## src/rtl/axi_test_pkg.sv

```systemverilog
// rtl/axi_test_pkg.sv - shared types and pattern function for the meta-AXI4 self-test master
package axi_test_pkg;

  typedef enum logic [2:0] {
    ST_IDLE,
    ST_AW,
    ST_W,
    ST_B,
    ST_AR,
    ST_R,
    ST_PEND
  } state_e;

  typedef enum logic [1:0] {
    MODE_ADDR,
    MODE_INV,
    MODE_HASH,
    MODE_WALK1
  } mode_e;

  localparam logic [31:0] HASH_MULT = 32'h9E3779B1;

  // 32-bit test word for word address w during pass p
  function automatic logic [31:0] pattern(input logic [31:0] w,
                                          input logic [15:0] p,
                                          input mode_e       mode);
    logic [31:0] f;
    case (mode)
      MODE_ADDR: f = w;
      MODE_INV:  f = ~w;
      MODE_HASH: f = (w * HASH_MULT) ^ {16'b0, p};
      default:   f = 32'h1 << w[4:0];
    endcase
    return f;
  endfunction

endpackage

```

## src/rtl/axi_test_pattern_gen.sv

```systemverilog
// rtl/axi_test_pattern_gen.sv - expands the 32-bit test word across one data beat
import axi_test_pkg::*;

module axi_test_pattern_gen #(
  parameter int D_WIDTH = 16
) (
  input  logic [31:0]        word_i,
  input  logic [15:0]        pass_i,
  input  mode_e              mode_i,
  output logic [D_WIDTH-1:0] data_o
);

  localparam int REPS = (D_WIDTH + 31) / 32;

  logic [32*REPS-1:0] rep;

  // narrow beats keep the low bits; wide beats repeat the word
  assign rep    = {REPS{pattern(word_i, pass_i, mode_i)}};
  assign data_o = rep[D_WIDTH-1:0];

endmodule

```

## src/rtl/axi_pattern_test_master.sv

```systemverilog
// rtl/axi_pattern_test_master.sv - write-then-verify pattern master on the meta-AXI4 port
import axi_test_pkg::*;

module axi_pattern_test_master #(
  parameter int         A_WIDTH      = 25,
  parameter int         A_WIDTH_TEST = 14,
  parameter int         D_WIDTH      = 16,
  parameter int         D_LEVEL      = 1,
  parameter logic [7:0] WBURST_LEN   = 8'd7,
  parameter logic [7:0] RBURST_LEN   = 8'd7,
  parameter int         ECNT_W       = 16
) (
  input  logic               aclk,
  input  logic               aresetn,
  input  logic               start,
  input  logic [1:0]         mode,
  input  logic               loop,
  output logic               awvalid,
  input  logic               awready,
  output logic [A_WIDTH-1:0] awaddr,
  output logic [7:0]         awlen,
  output logic               wvalid,
  input  logic               wready,
  output logic               wlast,
  output logic [D_WIDTH-1:0] wdata,
  input  logic               bvalid,
  output logic               bready,
  output logic               arvalid,
  input  logic               arready,
  output logic [A_WIDTH-1:0] araddr,
  output logic [7:0]         arlen,
  input  logic               rvalid,
  output logic               rready,
  input  logic               rlast,
  input  logic [D_WIDTH-1:0] rdata,
  output logic               busy,
  output logic               done,
  output logic [15:0]        pass_cnt,
  output logic               error,
  output logic [ECNT_W-1:0]  error_cnt,
  output logic [A_WIDTH-1:0] err_addr
);

  localparam int AT    = A_WIDTH_TEST;
  localparam int WSTEP = (int'(WBURST_LEN) + 1) << D_LEVEL;
  localparam int RSTEP = (int'(RBURST_LEN) + 1) << D_LEVEL;
  localparam logic [ECNT_W+1:0] ECNT_MAX = {2'b00, {ECNT_W{1'b1}}};

  state_e             state_q, state_d;
  mode_e              mode_q, mode_d;
  logic [AT-1:0]      base_q, base_d;
  logic [7:0]         beat_q, beat_d;
  logic [15:0]        pass_q, pass_d;
  logic               error_q, error_d;
  logic [ECNT_W-1:0]  ecnt_q, ecnt_d;
  logic [A_WIDTH-1:0] eaddr_q, eaddr_d;

  logic [AT-1:0]      beat_off;
  logic [AT-1:0]      cur_addr;
  logic [31:0]        cur_word;
  logic [AT:0]        wsum, rsum;
  logic [D_WIDTH-1:0] wgen, rexp;
  logic               beat_bad, last_bad;
  logic [1:0]         n_err;
  logic [ECNT_W+1:0]  ecnt_sum;

  // the carry out of the base adder marks the end of the region
  assign beat_off = AT'(beat_q) << D_LEVEL;
  assign cur_addr = base_q + beat_off;
  assign cur_word = 32'(cur_addr >> D_LEVEL);
  assign wsum     = {1'b0, base_q} + (AT+1)'(WSTEP);
  assign rsum     = {1'b0, base_q} + (AT+1)'(RSTEP);

  axi_test_pattern_gen #(.D_WIDTH(D_WIDTH)) u_wr_gen (
    .word_i (cur_word),
    .pass_i (pass_q),
    .mode_i (mode_q),
    .data_o (wgen)
  );

  axi_test_pattern_gen #(.D_WIDTH(D_WIDTH)) u_rd_gen (
    .word_i (cur_word),
    .pass_i (pass_q),
    .mode_i (mode_q),
    .data_o (rexp)
  );

  // a beat can cost two errors: bad data plus a misplaced rlast
  assign beat_bad = (rdata != rexp);
  assign last_bad = (rlast != (beat_q == RBURST_LEN));
  assign n_err    = {1'b0, beat_bad} + {1'b0, last_bad};
  assign ecnt_sum = {2'b00, ecnt_q} + {{ECNT_W{1'b0}}, n_err};

  always_ff @(posedge aclk or negedge aresetn) begin
    if (!aresetn) begin
      state_q <= ST_IDLE;
      mode_q  <= MODE_ADDR;
      base_q  <= '0;
      beat_q  <= '0;
      pass_q  <= '0;
      error_q <= 1'b0;
      ecnt_q  <= '0;
      eaddr_q <= '0;
    end else begin
      state_q <= state_d;
      mode_q  <= mode_d;
      base_q  <= base_d;
      beat_q  <= beat_d;
      pass_q  <= pass_d;
      error_q <= error_d;
      ecnt_q  <= ecnt_d;
      eaddr_q <= eaddr_d;
    end
  end

  always_comb begin
    state_d = state_q;
    mode_d  = mode_q;
    base_d  = base_q;
    beat_d  = beat_q;
    pass_d  = pass_q;
    error_d = error_q;
    ecnt_d  = ecnt_q;
    eaddr_d = eaddr_q;
    case (state_q)
      ST_IDLE: begin
        if (start) begin
          state_d = ST_AW;
          mode_d  = mode_e'(mode);
          base_d  = '0;
          beat_d  = '0;
          pass_d  = '0;
          error_d = 1'b0;
          ecnt_d  = '0;
          eaddr_d = '0;
        end
      end
      ST_AW: begin
        if (awready) state_d = ST_W;
      end
      ST_W: begin
        if (wready) begin
          if (beat_q == WBURST_LEN) begin
            beat_d  = '0;
            state_d = ST_B;
          end else begin
            beat_d = beat_q + 8'd1;
          end
        end
      end
      ST_B: begin
        if (bvalid) begin
          base_d  = wsum[AT-1:0];
          state_d = wsum[AT] ? ST_AR : ST_AW;
        end
      end
      ST_AR: begin
        if (arready) state_d = ST_R;
      end
      ST_R: begin
        if (rvalid) begin
          if (n_err != 2'd0) begin
            error_d = 1'b1;
            ecnt_d  = (ecnt_sum > ECNT_MAX) ? {ECNT_W{1'b1}} : ecnt_sum[ECNT_W-1:0];
            if (!error_q) eaddr_d = A_WIDTH'(cur_addr);
          end
          // burst length is fixed; a missing rlast does not stretch it
          if (beat_q == RBURST_LEN) begin
            beat_d  = '0;
            base_d  = rsum[AT-1:0];
            state_d = rsum[AT] ? ST_PEND : ST_AR;
          end else begin
            beat_d = beat_q + 8'd1;
          end
        end
      end
      ST_PEND: begin
        pass_d  = pass_q + 16'd1;
        state_d = loop ? ST_AW : ST_IDLE;
      end
      default: state_d = ST_IDLE;
    endcase
  end

  assign awvalid   = (state_q == ST_AW);
  assign awaddr    = A_WIDTH'(base_q);
  assign awlen     = WBURST_LEN;
  assign wvalid    = (state_q == ST_W);
  assign wlast     = wvalid && (beat_q == WBURST_LEN);
  assign wdata     = wvalid ? wgen : '0;
  assign bready    = (state_q == ST_B);
  assign arvalid   = (state_q == ST_AR);
  assign araddr    = A_WIDTH'(base_q);
  assign arlen     = RBURST_LEN;
  assign rready    = (state_q == ST_R);
  assign busy      = (state_q != ST_IDLE);
  assign done      = (state_q == ST_PEND);
  assign pass_cnt  = pass_q;
  assign error     = error_q;
  assign error_cnt = ecnt_q;
  assign err_addr  = eaddr_q;

endmodule

```

## config.mk

```make
export PLATFORM = sky130hd
export DESIGN_NAME = axi_pattern_test_master
export DESIGN_NICKNAME = d
export VERILOG_FILES = /design/src/rtl/axi_test_pkg.sv /design/src/rtl/axi_test_pattern_gen.sv /design/src/rtl/axi_pattern_test_master.sv
export SDC_FILE = /design/constraint.sdc
export NUM_CORES = 1
export LEC_CHECK = 0
export ABC_AREA = 1
export BUFFER_PORTS_ARGS = -buffer_cell sky130_fd_sc_hd__buf_2
export CORE_MARGIN = 2
export CORE_UTILIZATION = 30
export DETAILED_ROUTE_END_ITERATION = 12
export PLACE_DENSITY = 0.48
export SYNTH_ARGS = -nofsm -noshare
export SYNTH_HDL_FRONTEND = slang
export SYNTH_SLANG_ARGS = --single-unit
```

## constraint.sdc

```tcl
create_clock -name aclk -period 7.7 [get_ports aclk]
set_input_delay 0.77 -clock aclk [delete_from_list [all_inputs] [get_ports aclk]]
set_output_delay 0.77 -clock aclk [all_outputs]
set_load 0.02 [all_outputs]
```

==> Word level (Yosys, flattened, before mapping) <==
Index checks and enable logic that the tools add are counted.
{ "classes": {"shifts": 1, "muxes": 39, "magnitude_cmp": 1, "bitwise": 2, "n_addsub": 6, "multipliers": 1, "reduce_logical": 16, "eq_ne": 21} }
{ "op_table": {"columns": ["cell", "count"], "rows": [
  ["2-to-1 mux 25 bit", 4],
  ["2-to-1 mux 16 bit", 5],
  ["one-hot mux 16 bit (2 select lines)", 2],
  ["2-to-1 mux 14 bit", 4],
  ["one-hot mux 25 bit (2 select lines)", 1],
  ["one-hot mux 16 bit (3 select lines)", 1],
  ["one-hot mux 14 bit (3 select lines)", 1],
  ["multiplier 13 x 32 -> 16 bit, second input constant", 1],
  ["2-to-1 mux 8 bit", 4],
  ["2-to-1 mux 3 bit", 9],
  ["one-hot mux 8 bit (3 select lines)", 1],
  ["one-hot mux 3 bit (7 select lines)", 1],
  ["adder 16 x 2 -> 17 bit", 1],
  ["greater-than comparator 17 x 16 -> 1 bit, second input constant", 1],
  ["adder 16 x 1 -> 16 bit, second input constant", 1],
  ["!= test 16 bit", 1],
  ["NOT 13 -> 16 bit", 1],
  ["left shift 1 x 5 -> 16 bit, first input constant", 1],
  ["bitwise XOR 16 bit", 1],
  ["adder 14 x 5 -> 15 bit, second input constant", 1],
  ["adder 14 x 9 -> 14 bit", 1],
  ["!= test 2 x 1 -> 1 bit, second input constant", 6],
  ["AND reduction 5 bit", 2],
  ["equality test 3 bit, second input constant", 3],
  ["other kinds (20)", 33]
]} }
{ "word_totals": {"output_inout_bits": 148, "ff_bits": 85, "inputBits": 28, "elab_cells": 95} }

==> Logic depth before layout (Yosys ltp) <==
Gate-level depths: netlist of the first run.
{ "logic_depth": {"word_depth": 12, "ltp_mapped": 48} }

==> Hierarchy <==
Synthesis of the first run repeated with hierarchy kept, for this count alone.
{ "hier_totals": {"hier_cells": 1564, "hier_area_um2": 10759.1} }
{ "modules_own_cells": {"columns": ["mod", "cells_each", "area_per_inst_um2", "instances", "seq_area_each_um2"], "rows": [
  ["axi_pattern_test_master", 792, 5355.1, 1, 1726.7],
  ["axi_test_pattern_gen at u_wr_gen", 399, 2756.4, 1, 0.0],
  ["axi_test_pattern_gen at u_rd_gen", 373, 2647.5, 1, 0.0]
]} }

==> Least setup slack after synthesis of the first run <==
No wires, ideal clock.
{ "synth_timing": {"path_type": "reg-to-reg", "startpoint": "register base_q[5]", "endpoint": "register ecnt_q[11], in the netlist error_cnt[11]", "t_arrival_ps": 6912, "setup_slack_ps": 705, "path_buffers": 1, "stages_incl_launch_ff": 42, "required_ps": 7618, "cell_sequence": "dfrtp_1 ha_1 nand2_1 nand2_1 nand2_1 nand3b_1 nand2_1 inv_1 ha_1 ha_1 inv_1 fa_1 fa_1 fa_1 inv_1 ha_1 nand2_1 inv_1 [6 not listed] nand3_1 xor2_1 nand2_1 nor2_1 ha_1 ha_1 fa_1 nand3_1 nor2_1 nand2_1 nor2_2 inv_2 nor3_2 nand3_2 nor4_4 buf_6 a21oi_1 o22ai_1"} }
{ "synth_via": {"elab_chain_cells": 12, "elab_cells_between_ends": 17, "cone_classes": "add/sub (3); mul (1); order compare (1); eq/ne (2); shift (1); mux (5); bitwise (2); reduce/logical (2)"} }
{ "synth_lines": {"columns": ["item", "line", "source"], "rows": [
  ["start, declared", "axi_pattern_test_master.sv:51", "logic [AT-1:0] base_q, base_d;"],
  ["start signal, assigned", "axi_pattern_test_master.sv:107", "base_q <= base_d;"],
  ["adder 14 x 9 -> 14 bit (*)", "axi_pattern_test_master.sv:69", "assign cur_addr = base_q + beat_off;"],
  ["multiplier 13 x 32 -> 16 bit", "axi_test_pkg.sv:31", "MODE_HASH: f = (w * HASH_MULT) ^ {16'b0, p};"],
  ["bitwise XOR 16 bit", "axi_test_pkg.sv:31", null],
  ["one-hot mux 16 bit (3 select lines) (*)", "axi_test_pkg.sv:28", "case (mode)"],
  ["!= test 16 bit (*)", "axi_pattern_test_master.sv:89", "assign beat_bad = (rdata != rexp);"],
  ["adder 1 x 1 -> 2 bit (*)", "axi_pattern_test_master.sv:91", "assign n_err = {1'b0, beat_bad} + {1'b0, last_bad};"],
  ["adder 16 x 2 -> 17 bit", "axi_pattern_test_master.sv:92", "assign ecnt_sum = {2'b00, ecnt_q} + {{ECNT_W{1'b0}}, n_err};"],
  ["greater-than comparator 17 x 16 -> 1 bit", "axi_pattern_test_master.sv:164", "ecnt_d = (ecnt_sum > ECNT_MAX) ? {ECNT_W{1'b1}} : ecnt_sum[ECNT_W-1:0];"],
  ["2-to-1 mux 16 bit", "axi_pattern_test_master.sv:164", null],
  ["2-to-1 mux 16 bit", "axi_pattern_test_master.sv:162", "if (n_err != 2'd0) begin"],
  ["2-to-1 mux 16 bit", "axi_pattern_test_master.sv:161", "if (rvalid) begin"],
  ["one-hot mux 16 bit (2 select lines)", "axi_pattern_test_master.sv:125", "case (state_q)"],
  ["end signal, assigned", "axi_pattern_test_master.sv:111", "ecnt_q <= ecnt_d;"],
  ["end, declared", "axi_pattern_test_master.sv:55", "logic [ECNT_W-1:0] ecnt_q, ecnt_d;"]
]} }
Every way passes the cells marked *; elsewhere a longest branch is shown, timed or not. The select of a mux whose other input is x is not followed.
A chain may end at the register's enable or synchronous reset.

==> Worst setup path after layout of the first run <==
{ "layout_timing": {"startpoint": "register base_q[5]", "endpoint": "register ecnt_q[2], in the netlist error_cnt[2]"} }
The elaborated chain is that of the path after synthesis.

==> results of run 1 <==
-- final timing paths --
kind / from / to / cells after the start / slack, ns
worst max register to register: base_q[5] / error_cnt[2] / 37 / 0.51
worst min register to register: pass_cnt[15] / pass_cnt[15] / 1 / 0.52
max in group asynchronous: aresetn / base_q[8] / 1 / 6.44
worst max-delay path: base_q[5] / error_cnt[2] / 37 / 0.51
worst min-delay path: pass_cnt[15] / pass_cnt[15] / 1 / 0.52
min in group asynchronous: aresetn / error_cnt[13] / 1 / 0.57
-- routing by layer --
layer  vias up  track usage
li1       3549            -
met1      3214        0.224
met2       181        0.308
met3        22       0.0383
met4         0       0.0475
met5         -            0
-- cell families (layout without fill, tap and decap cells) --
logic type               after synthesis  after routing  synth area share
XOR/XNOR                              19             19            0.0228
adder cells (fa/ha/maj)               91             91             0.176
other                                  2             59          0.000985
buffers and inverters                293            367             0.182
multiplexers                           4              4           0.00574
flip-flops                            69             69             0.226
AND/OR/NAND/NOR                      445            445             0.266
AO/OA/AOI/OAI                        150            150             0.120
-- cell type report --
cell class	instances	area, sq um
fillers	2766	16100
multi-input cells	767	4930
flip-flops and latches	69	1730
repair buffers	143	788
inverters	209	785
well taps	330	413
clock buffers	12	256
clock inverters	3	21.3
diodes	1	2.50
-- stage by stage --
| stage | util | setup WS [ns] | area, sq um | instances |
|---|---|---|---|---|
| detailed placement | 0.333 | 0.0946 | 8340 | 1506 |
| global route | 0.357 | -0.0165 | 8930 | 1533 |
| floorplan | - | 0.705 | 7840 | 1129 |
| CTS | 0.344 | 0.0722 | 8610 | 1521 |
| global placement | 0.333 | 0.207 | 8340 | 1506 |
| finish | 0.357 | 0.513 | 8930 | 1534 |
-- power by group --
group	switching (uW)	total, uW	internal [uW]	leakage [uW]
Sequential	55.6	441	386	0.000943
Clock	175	409	234	0.000135
Combinational	1360	2100	740	0.00361
Total	1590	2950	1360	0.00469
-- registers in the layout, summed over array words and instances, names as in the netlist --
| register | flops |
|---|---|
| base_q | 10 |
| beat_q | 8 |
| err_addr | 13 |
| error | 1 |
| error_cnt | 16 |
| mode_q | 2 |
| pass_cnt | 16 |
| state_q | 3 |
-- cells in the final DEF (no fill, tap or decap), types with 30 or more instances in the layout --
cell,netlist,layout
dfrtp_1,69,63
ha_1,64,52
a21oi_1,54,50
nand3_1,71,68
o21ai_0,31,30
nor2_1,69,68
nand2_1,229,224
conb_1,2,58
inv_1,191,189
buf_2,4,117
-- repair_timing --
item / 4_1_cts / 5_1_grt
setup buffers: 0 / 11
resized for setup: 0 / 45
setup endpoints to repair: 0 / 16
==> metrics.md, run 1 <==
| Metric | Value |
|---|---|
| Initial core utilization | 0.305 |
| Clk root buf | clkbuf_16 |
| Worst path slowest cell | fa_1 |
| Syn_area_per_cell | 7.11 sq um |
| Static Leak | 0.00469 uW |
| Max IR drop VDD | 0.150 mV |
| Async S/R FF share, synth | 1.00 |
| Nets@finish | 1,318 |
| Largest net degree at the start of global routing | 70 |
| Most frequent cell after synthesis | nand2_1 |
| DR WL met2 | 11.9 mm |
| Outcome | completed |
| Synth Warn # | 0 |
| Top Layer Used | met4 |
| Buf/Inv on CP | 5 |
| CTS Hold Bufs | 0 |
| Skew-Pair Late Insertion Delay | 0.35 ns |
| Share of the yosys chip area belonging to registers | 0.226 |
| First-pass GRT wire length | 36.2 mm |
| Setup CP Type | reg2reg |
| Crit-path leading delay family | adder cells |
| Netlist Area Pre-Place | 7620 sq um |
| Post-detail-place hpwl | 19.4 mm |
| Slew of the pin with the lowest slew margin | 0.965 ns |
| Vias per cell | 4.54 |
| Drt first pass iters | 4 |
| Post-synth top flop | dfrtp_1 |
| Final GP Congestion | 0.888 |
| Wire length on met3 | 1.20 mm |
| Worst Setup End Kind | flip-flop |
| Clk buf depth | 2 |
| Grt total ovfl | 0 |
| Fin. Hold Viols | 0 |
| TritonCTS Buffers | 9 |
| Core Region | 25,000 sq um |
| Worst EP required | 7.97 ns |
| H-tree Lvls | 3 |
| Die Ht | 163 um |
| CTS tree | built |
| Top Ports | 176 |
| Worst Setup Start Kind | flip-flop |
| Final setup fails | 0 |
| Final period util | 0.933 |
| Die W | 163 um |
| Row count | 58 |
| Layout Skew | 0.00954 ns |
| Synth top area share | 0.226 |
| DRT iter0 DRCs | 308 |
| Layout area overhead | 17.2% |
| Die area | 26,700 sq um |
| Number of synthesized flops with an enable pin | 0 |
| Clock Sinks | 69 |
| Post-DR wirelength/cell | 15.7 um |
| Fin. max-slew vios | 0 |
| DRC Markers | 0 |
| Antenna-violating nets left | 0 |
| Vias in the first global route | 6,614 |
| Input/output buffers | 117 |
| Slew Limit Headroom | 0.357 |
| Synth area leaders | dfrtp_1 23%, nand2_1 11%, ha_1 11% |
| Synth Instances | 1,073 |
| Flops & latches, synth | 69 |
| Initial antenna violation count | 2 |
| Most instantiated cells after synthesis | 229 x nand2_1, 191 x inv_1, 72 x buf_4, 71 x nand3_1 |
| Layout cells sized above 1 | 0.211 |
| CP dominant cell by count | nand2_1 |
| Pwr Density | 330 nW/um^2 |
| GRT Total Usage | 0.178 |
| Dominant cell type by area after synthesis | dfrtp_1 |
| Hold/Removal Path Class | reg2reg |
| Crit path DAT | 7.46 ns |
| Via count | 6,966 |
| Final setup TNS | 0 ns |
| Fmax | 0.139 GHz |
| Total power | 2950 uW |
| Synth cell types | 51 |
| Maxcap violations | 0 |
| Detailed Route WL | 24.1 mm |
| Hold Slack | 0.522 ns |
| CP max stage delay | 0.56 ns |
| Fin crit period | 7.19 ns |
| Reg clk slew, reported paths | 0.06 ns |
| Critical-path maximum fanout | 5 |
| Met1 wire length | 10.6 mm |
No activity file was read; power rests on OpenSTA's default activity.
==> run 2: changes to the inputs <==
- GPL_TIMING_DRIVEN: unset -> 0
- PLACE_DENSITY: 0.48 -> unset
==> run 2 against run 1 <==
Against the previous run: die area is the same; clock-buffer cell count increased by 1; first-iteration DRC count increased by 22%; non-clock buffer count up 82; power rose by 3.1%; global-route usage shrank 0.46 points; cell count increased by 5.4%.
==> metrics.md, run 2 (synthesis results as in run 1) <==
| Metric | Value |
|---|---|
| Outcome | completed |
| Slew of the pin with the lowest slew margin | 0.725 ns (-0.240 ns) |
| Fillcell total | 2,652 (-4.1%) |
| Slew Limit Headroom | 0.517 (+0.160) |
| CTS Hold Bufs | 0 (unchanged) |
| Nets@finish | 1,400 (+6.2%) |
| Reg clk slew, reported paths | 0.06 ns (about the same) |
| Via count | 7,362 (+5.7%) |
| Worst path slowest cell | fa_1 |
| Total power | 3040 uW (+3.1%) |
| Core Region | 25,000 sq um (unchanged) |
| Worst Setup Start Kind | flip-flop |
| Row count | 58 (unchanged) |
| Critical-path maximum fanout | 5 (unchanged) |
| DRT iter0 DRCs | 375 (+22%) |
| CP max stage delay | 0.58 ns (+0.02 ns) |
| Input/output buffers | 117 (unchanged) |
| TritonCTS Buffers | 9 (unchanged) |
| Fin. max-slew vios | 0 (unchanged) |
| Flop pwr share | 0.141 (-0.009) |
| GRT met1 Usage | 0.226 (+0.00217) |
| Clock Sinks | 69 (unchanged) |
| Fmax | 0.137 GHz (-1.6%) |
| Skew-Pair Late Insertion Delay | 0.34 ns (about the same) |
| Finished Cell Area | 9600 sq um (+7.4%) |
| Drt first pass iters | 4 (unchanged) |
| Worst EP required | 7.96 ns (about the same) |
| Crit path DAT | 7.57 ns (+0.11 ns) |
| CP dominant cell by count | nand2_1 |
| Final GP Congestion | 0.907 (+2.2%) |
| Final period util | 0.949 (+0.0155) |
| Internal power | 1440 uW (+5.8%) |
| Pwr Density | 317 nW/um^2 (-4.0%) |
| DRC Markers | 0 (unchanged) |
| Clock share of power | 0.142 (+0.003) |
| CTS tree | built |
| Max IR drop VDD | 0.159 mV (+6.0%) |
| Worst r2r path cells | 37 (unchanged) |
| Layout Skew | 0.00583 ns (-0.00371 ns) |
| Post-DR wirelength/cell | 14.4 um (-8.6%) |
| M3 GR Usage | 0.0297 (-0.00863) |
| Post-detail-place hpwl | 18.7 mm (-3.7%) |
| Initial antenna violation count | 1 (-1) |
| H-tree Lvls | 3 (unchanged) |
| Worst Setup End Kind | flip-flop |
| Grt total ovfl | 0 (unchanged) |
| Layout cells sized above 1 | 0.269 (+0.0579) |
| Comb power frac | 0.717 (+0.005) |
| Global routing usage on met2 | 0.295 (-0.0127) |
| Clk buf depth | 2 (unchanged) |
| Die W | 163 um (unchanged) |
| Die area | 26,700 sq um (unchanged) |
| Switching share of power | 0.527 (-0.0118) |
| Fin. Hold Viols | 0 (unchanged) |
| GRT Total Usage | 0.173 (-0.00458) |
| Clk root buf | clkbuf_16 |
| Most common cell after layout, fill and taps aside | nand2_1 |
| Static Leak | 0.00513 uW (+9.3%) |
| Hold/Removal Path Class | in2async |
| Commonest non-fill, non-tap cells in the layout | 224 x nand2_1, 187 x inv_1, 121 x buf_2 |
| Placed instance area | 8860 sq um (+6.2%) |
| Vias per cell | 4.55 (+0.26%) |
| Maxcap violations | 0 (unchanged) |
| First-pass GRT wire length | 35.9 mm (-0.69%) |
| Setup CP Type | reg2reg |
| Vias in the first global route | 6,833 (+3.3%) |
| Fin crit period | 7.31 ns (+0.119 ns) |
| Layout area overhead | 25.8% |
| Final setup TNS | 0 ns (unchanged) |
| Initial core utilization | 0.305 (unchanged) |
| Busiest grt layer | met2 |
| Detailed Route WL | 23.2 mm (-3.7%) |
| Psw | 1600 uW (+0.87%) |
| Final setup fails | 0 (unchanged) |
| Top Ports | 176 (unchanged) |
| Largest net degree at the start of global routing | 39 (-44%) |
| Antenna-violating nets left | 0 (unchanged) |
| Die Ht | 163 um (unchanged) |
run 2: cell count changes in the layout (fill, tap and decap cells not counted), moves of 3 or more:
cell,previous run,this run
buf_2,117,121
nand3_2,6,10
nor3_1,15,12
nand3_1,68,64
ha_2,1,4
clkbuf_1,1,7
buf_4,24,95
run 2: per-stage QoR:
step | utilization | worst slack (ns) | instances | hold WS (ns)
finish | 0.383 | 0.394 | 1617 | 0.373
CTS | 0.368 | 0.00390 | 1596 | 0.379
floorplan | - | 0.705 | 1129 | 0.474
global route | 0.383 | -0.0529 | 1616 | 0.399
detailed placement | 0.354 | -0.272 | 1577 | 0.535
global placement | 0.353 | -0.209 | 1576 | 0.525
run 2: final timing paths:
path	startpoint	endpoint	slack [ns]
min in group aclk	err_addr[3]	err_addr[3]	0.54
hold reg to reg	err_addr[3]	err_addr[3]	0.54
setup reg to reg	base_q[5]	error_cnt[7]	0.39
hold / removal	aresetn	error_cnt[14]	0.37
setup / recovery	base_q[5]	error_cnt[7]	0.39
max in group asynchronous	aresetn	beat_q[5]	6.74
run 2: layer usage:
metal  part of all wire  vias up  wire length, um
li1                   -     3726                -
met1               0.44     3398            10300
met2               0.48      206            11200
met3              0.053       32             1220
met4              0.022        0              521
met5                  0        -                0
run 2: worst max-delay path, delay by kind of cell (launching register included):
kind / cells / cell delay [ns]
compound gates: 2 / 0.19
xor+xnor: 3 / 0.70
fa+ha+maj: 10 / 3.65
buf+inv: 6 / 0.57
flops: 1 / 0.45
simple gates: 16 / 1.62
run 2: power by group through the flow:
stage	Sequential [uW]	Combinational (uW)	Clock, uW
2_1_floorplan	426	1510	0
3_5_place_dp	438	2030	0
4_1_cts	433	2060	442
6_report	428	2180	431
5_1_grt	434	2470	456
3_3_place_gp	438	2000	0
run 2: final cells by class:
class / instances / area [sq um] / share of cell area
multi-input cells: 767 / 4970 / 0.518
diodes: 1 / 2.50 / 0.000261
clock inverters: 3 / 43.8 / 0.00456
well taps: 330 / 413 / 0.0430
clock buffers: 13 / 260 / 0.0271
flip-flops and latches: 69 / 1740 / 0.181
repair buffers: 141 / 778 / 0.0811
plain buffers: 84 / 606 / 0.0631
inverters: 209 / 787 / 0.0820
run 2: repair_timing:
item	CTS	global route
resized for setup	10	46
pin swaps	1	13
cloned	0	1
buffers inserted	3	19
setup endpoints to repair	15	16
==> run 3: changes to the inputs <==
- SYNTH_HIERARCHICAL: unset -> 1
==> run 3 against run 2 <==
Against the previous run: first-iteration DRC count grew 71%; synthesized cell count grew 46%; maximum frequency shrank 4.2%; area after synthesis grew 41%; non-clock buffer count grew 16; clock-buffer cell count shrank 3; utilization shrank 0.58 points; combinational power grew 14%.
==> metrics.md, run 3 <==
| Metric | Value |
|---|---|
| Outcome | completed |
| Layout area overhead | 24.5% |
| Buf/Inv on CP | 4 (-2) |
| Most common cell after layout, fill and taps aside | nand2_1 |
| Post-DR wirelength/cell | 14.5 um (+1.0%) |
| RSZ-0062 raised after global routing | true |
| Final setup fails | 0 (unchanged) |
| Final setup TNS | 0 ns (unchanged) |
| Setup CP Type | reg2reg |
| Finished Cell Area | 13,400 sq um (+40%) |
| Critical-path maximum fanout | 5 (unchanged) |
| Nets@finish | 2,010 (+44%) |
| Dominant cell type by area after synthesis | dfrtp_1 |
| Synth Warn # | 6 (+6) |
| First-pass GRT wire length | 52.2 mm (+45%) |
| Crit path capture | error_cnt[8] |
| Flops & latches, synth | 69 (unchanged) |
| Core Region | 35,500 sq um (+42%) |
| Skew-Pair Late Insertion Delay | 0.34 ns (about the same) |
| Synth area leaders | dfrtp_1 16%, nand2_1 15%, ha_1 15% |
| Maxcap violations | 0 (unchanged) |
| Most frequent cell after synthesis | nand2_1 |
| Row count | 69 (+19%) |
| Multi-input gate area | 8060 sq um (+62%) |
| GRT Total Usage | 0.172 (-0.00162) |
| DRT iter0 DRCs | 642 (+71%) |
| CP max stage delay | 0.54 ns (-0.04 ns) |
| Placed instance area | 12,200 sq um (+38%) |
| Detailed Route WL | 32.9 mm (+42%) |
| Largest net degree at the start of global routing | 43 (+10%) |
| R2R Setup Slk | 0.07 ns (-0.32 ns) |
| Vias in the first global route | 10.0k (+47%) |
| Post-synth top flop | dfrtp_1 |
| Synth top area share | 0.160 (-0.0660) |
| Storage cell area | 1740 sq um (about the same) |
| Layout cells sized above 1 | 0.228 (-0.0412) |
| Slew Limit Headroom | 0.338 (-0.179) |
| Fmax | 0.131 GHz (-4.2%) |
| Async S/R FF share, synth | 1.00 (unchanged) |
| Fin. Hold Viols | 0 (unchanged) |
| WP depth | 39 (+5.4%) |
| Initial core utilization | 0.303 (-0.00133) |
| Top Ports | 176 (unchanged) |
| Worst R2R End | error_cnt[8] |
| Most instantiated cells after synthesis | 442 x nand2_1, 287 x inv_1, 132 x ha_1, 108 x nand3_1, 104 x nor2_1 |
| Post-detail-place hpwl | 25.4 mm (+36%) |
| Die W | 193 um (+18%) |
| R2r startpoint | base_q[5] |
| Vias per cell | 4.59 (+0.92%) |
| Fin crit period | 7.63 ns (+0.323 ns) |
| Crit-path leading delay family | adder cells |
| GRT met1 Usage | 0.227 (+0.00136) |
| Internal power | 1600 uW (+11%) |
| Layout Cells excl Fill | 2,265 (+40%) |
| H-tree Lvls | 3 (unchanged) |
| Via count | 10.4k (+41%) |
| Worst Setup Start Kind | flip-flop |
| Grt total ovfl | 0 (unchanged) |
| Max IR drop VDD | 0.146 mV (-8.0%) |
| Slew of the pin with the lowest slew margin | 0.993 ns (+0.269 ns) |
| Psw | 1800 uW (+12%) |
| Final period util | 0.991 (+0.0419) |
| Crit path DAT | 7.85 ns (+0.28 ns) |
| Die Ht | 193 um (+18%) |
| Layout Skew | 0.00638 ns (+0.000553 ns) |
| Global routing usage on met2 | 0.294 (-0.00118) |
| Drt first pass iters | 5 (+1) |
| Switching share of power | 0.529 (+0.00156) |
| Worst EP required | 7.92 ns (-0.04 ns) |
| Worst setup path startpoint | base_q[5] |
| CTS tree | built |
| Worst Setup End Kind | flip-flop |
| Share of the yosys chip area belonging to registers | 0.160 (-0.0660) |
| Final GP Congestion | 0.916 (+0.98%) |
| Hold Slack | 0.358 ns (-0.0154 ns) |
| Synth cell types | 61 (+20%) |
| Placed insts | 2,214 (+40%) |
| Clk buf depth | 2 (unchanged) |
| Clk root buf | clkbuf_16 |
| Netlist Area Pre-Place | 10,800 sq um (+41%) |
| Comb power frac | 0.733 (+0.016) |
| Worst path slowest cell | fa_1 |
| Hold/Removal Path Class | in2async |
| Worst r2r path cells | 39 (+5.4%) |
| Busiest grt layer | met2 |
| Flop pwr share | 0.133 (-0.008) |
| Reg clk slew, reported paths | 0.06 ns (about the same) |
| Fillcell total | 3,686 (+39%) |
| Fin. max-slew vios | 0 (unchanged) |
| Pwr Density | 254 nW/um^2 (-20%) |
| Clock Sinks | 69 (unchanged) |
| Input/output buffers | 117 (unchanged) |
| Antenna-violating nets left | 0 (unchanged) |
| Number of synthesized flops with an enable pin | 0 (unchanged) |
| Synth Instances | 1,564 (+46%) |
| M3 GR Usage | 0.0195 (-0.0102) |
| DRC Markers | 0 (unchanged) |
| Clock share of power | 0.134 (-0.008) |
| Die area | 37,400 sq um (+40%) |
| CP dominant cell by count | nand2_2 |
| Ant diodes | 0 (-1) |
| Static Leak | 0.00755 uW (+47%) |
| Commonest non-fill, non-tap cells in the layout | 417 x nand2_1, 274 x inv_1, 121 x buf_2 |
| Syn_area_per_cell | 6.88 sq um (-3.2%) |
| Initial antenna violation count | 1 (unchanged) |
| TritonCTS Buffers | 9 (unchanged) |
| CTS Hold Bufs | 0 (unchanged) |
[run 3: cell types whose count changed after synthesis, moves of 26 or more]
cell,delta
xor2_1,+26
a21oi_1,-32
nand2_1,+213
ha_1,+68
nand3_1,+37
inv_1,+96
nor2_1,+35
[run 3: worst register-to-register path: cells and delay by family, from the launching register on]
kind | cells | cell delay, ns
AO/OA/AOI/OAI | 1 | 0.05
XOR/XNOR | 1 | 0.16
adder cells (fa/ha/maj) | 11 | 4.09
buffers and inverters | 4 | 0.51
flip-flops | 1 | 0.44
AND/OR/NAND/NOR | 22 | 2.29
[run 3: cells by family (layout without fill, tap and decap cells)]
kind of cell,count (synthesis),after routing,synth area share
AND/OR/NAND/NOR,738,738,0.300
buffers and inverters,380,549,0.163
adder cells (fa/ha/maj),183,183,0.248
AO/OA/AOI/OAI,131,131,0.0765
flip-flops,69,69,0.160
XOR/XNOR,59,59,0.0487
other,2,73,0.000698
multiplexers,2,2,0.00209
[run 3: layout make-up]
cell class / count / share of cell area
clock buffer: 10 / 0.0178
sequential: 69 / 0.130
multi-input combinational: 1186 / 0.602
tap: 461 / 0.0431
inverter: 292 / 0.0834
timing repair buffer: 154 / 0.0678
buffer: 87 / 0.0497
clock inverter: 6 / 0.00645
[run 3: worst min path at each step]
stage	cells after the start	startpoint	slack, ns	endpoint
after floorplan	0	aresetn	0.47	base_q[10]
after CTS	1	aresetn	0.36	error_cnt[7]
after global placement	2	err_addr[4]	0.47	err_addr[4]
after detailed placement	2	err_addr[5]	0.47	err_addr[5]
after global routing	1	aresetn	0.38	error_cnt[7]
final	1	aresetn	0.36	error_cnt[7]
[run 3: stage by stage]
step                total power [uW]  utilization  setup WS [ns]
detailed placement              2780        0.345          -1.05
finish                          3400        0.377         0.0706
global placement                2740        0.344          -1.28
CTS                             3340        0.367        0.00167
global route                    3740        0.377         -0.326
floorplan                       2200            -          0.102
[run 3: power groups by stage]
stage	logic [uW]	clock network [uW]	registers (uW)
floorplan	1760	0	441
global placement	2280	0	460
detailed placement	2320	0	461
CTS	2420	465	451
global route	2810	478	456
finish	2490	454	452
[run 3: what timing repair did]
| action | 4_1_cts | 5_1_grt |
|---|---|---|
| buffers inserted | 26 | 9 |
| gates resized for setup | 54 | 76 |
| gates cloned | 1 | 0 |
| setup endpoints to repair | 29 | 19 |
| pin swaps | 27 | 47 |
[run 3: routing by layer]
metal / vias up / routed length, um
met2: 273 / 15700
met5: - / 0
met3: 47 / 1420
met1: 4853 / 14900
met4: 0 / 805
li1: 5234 / -
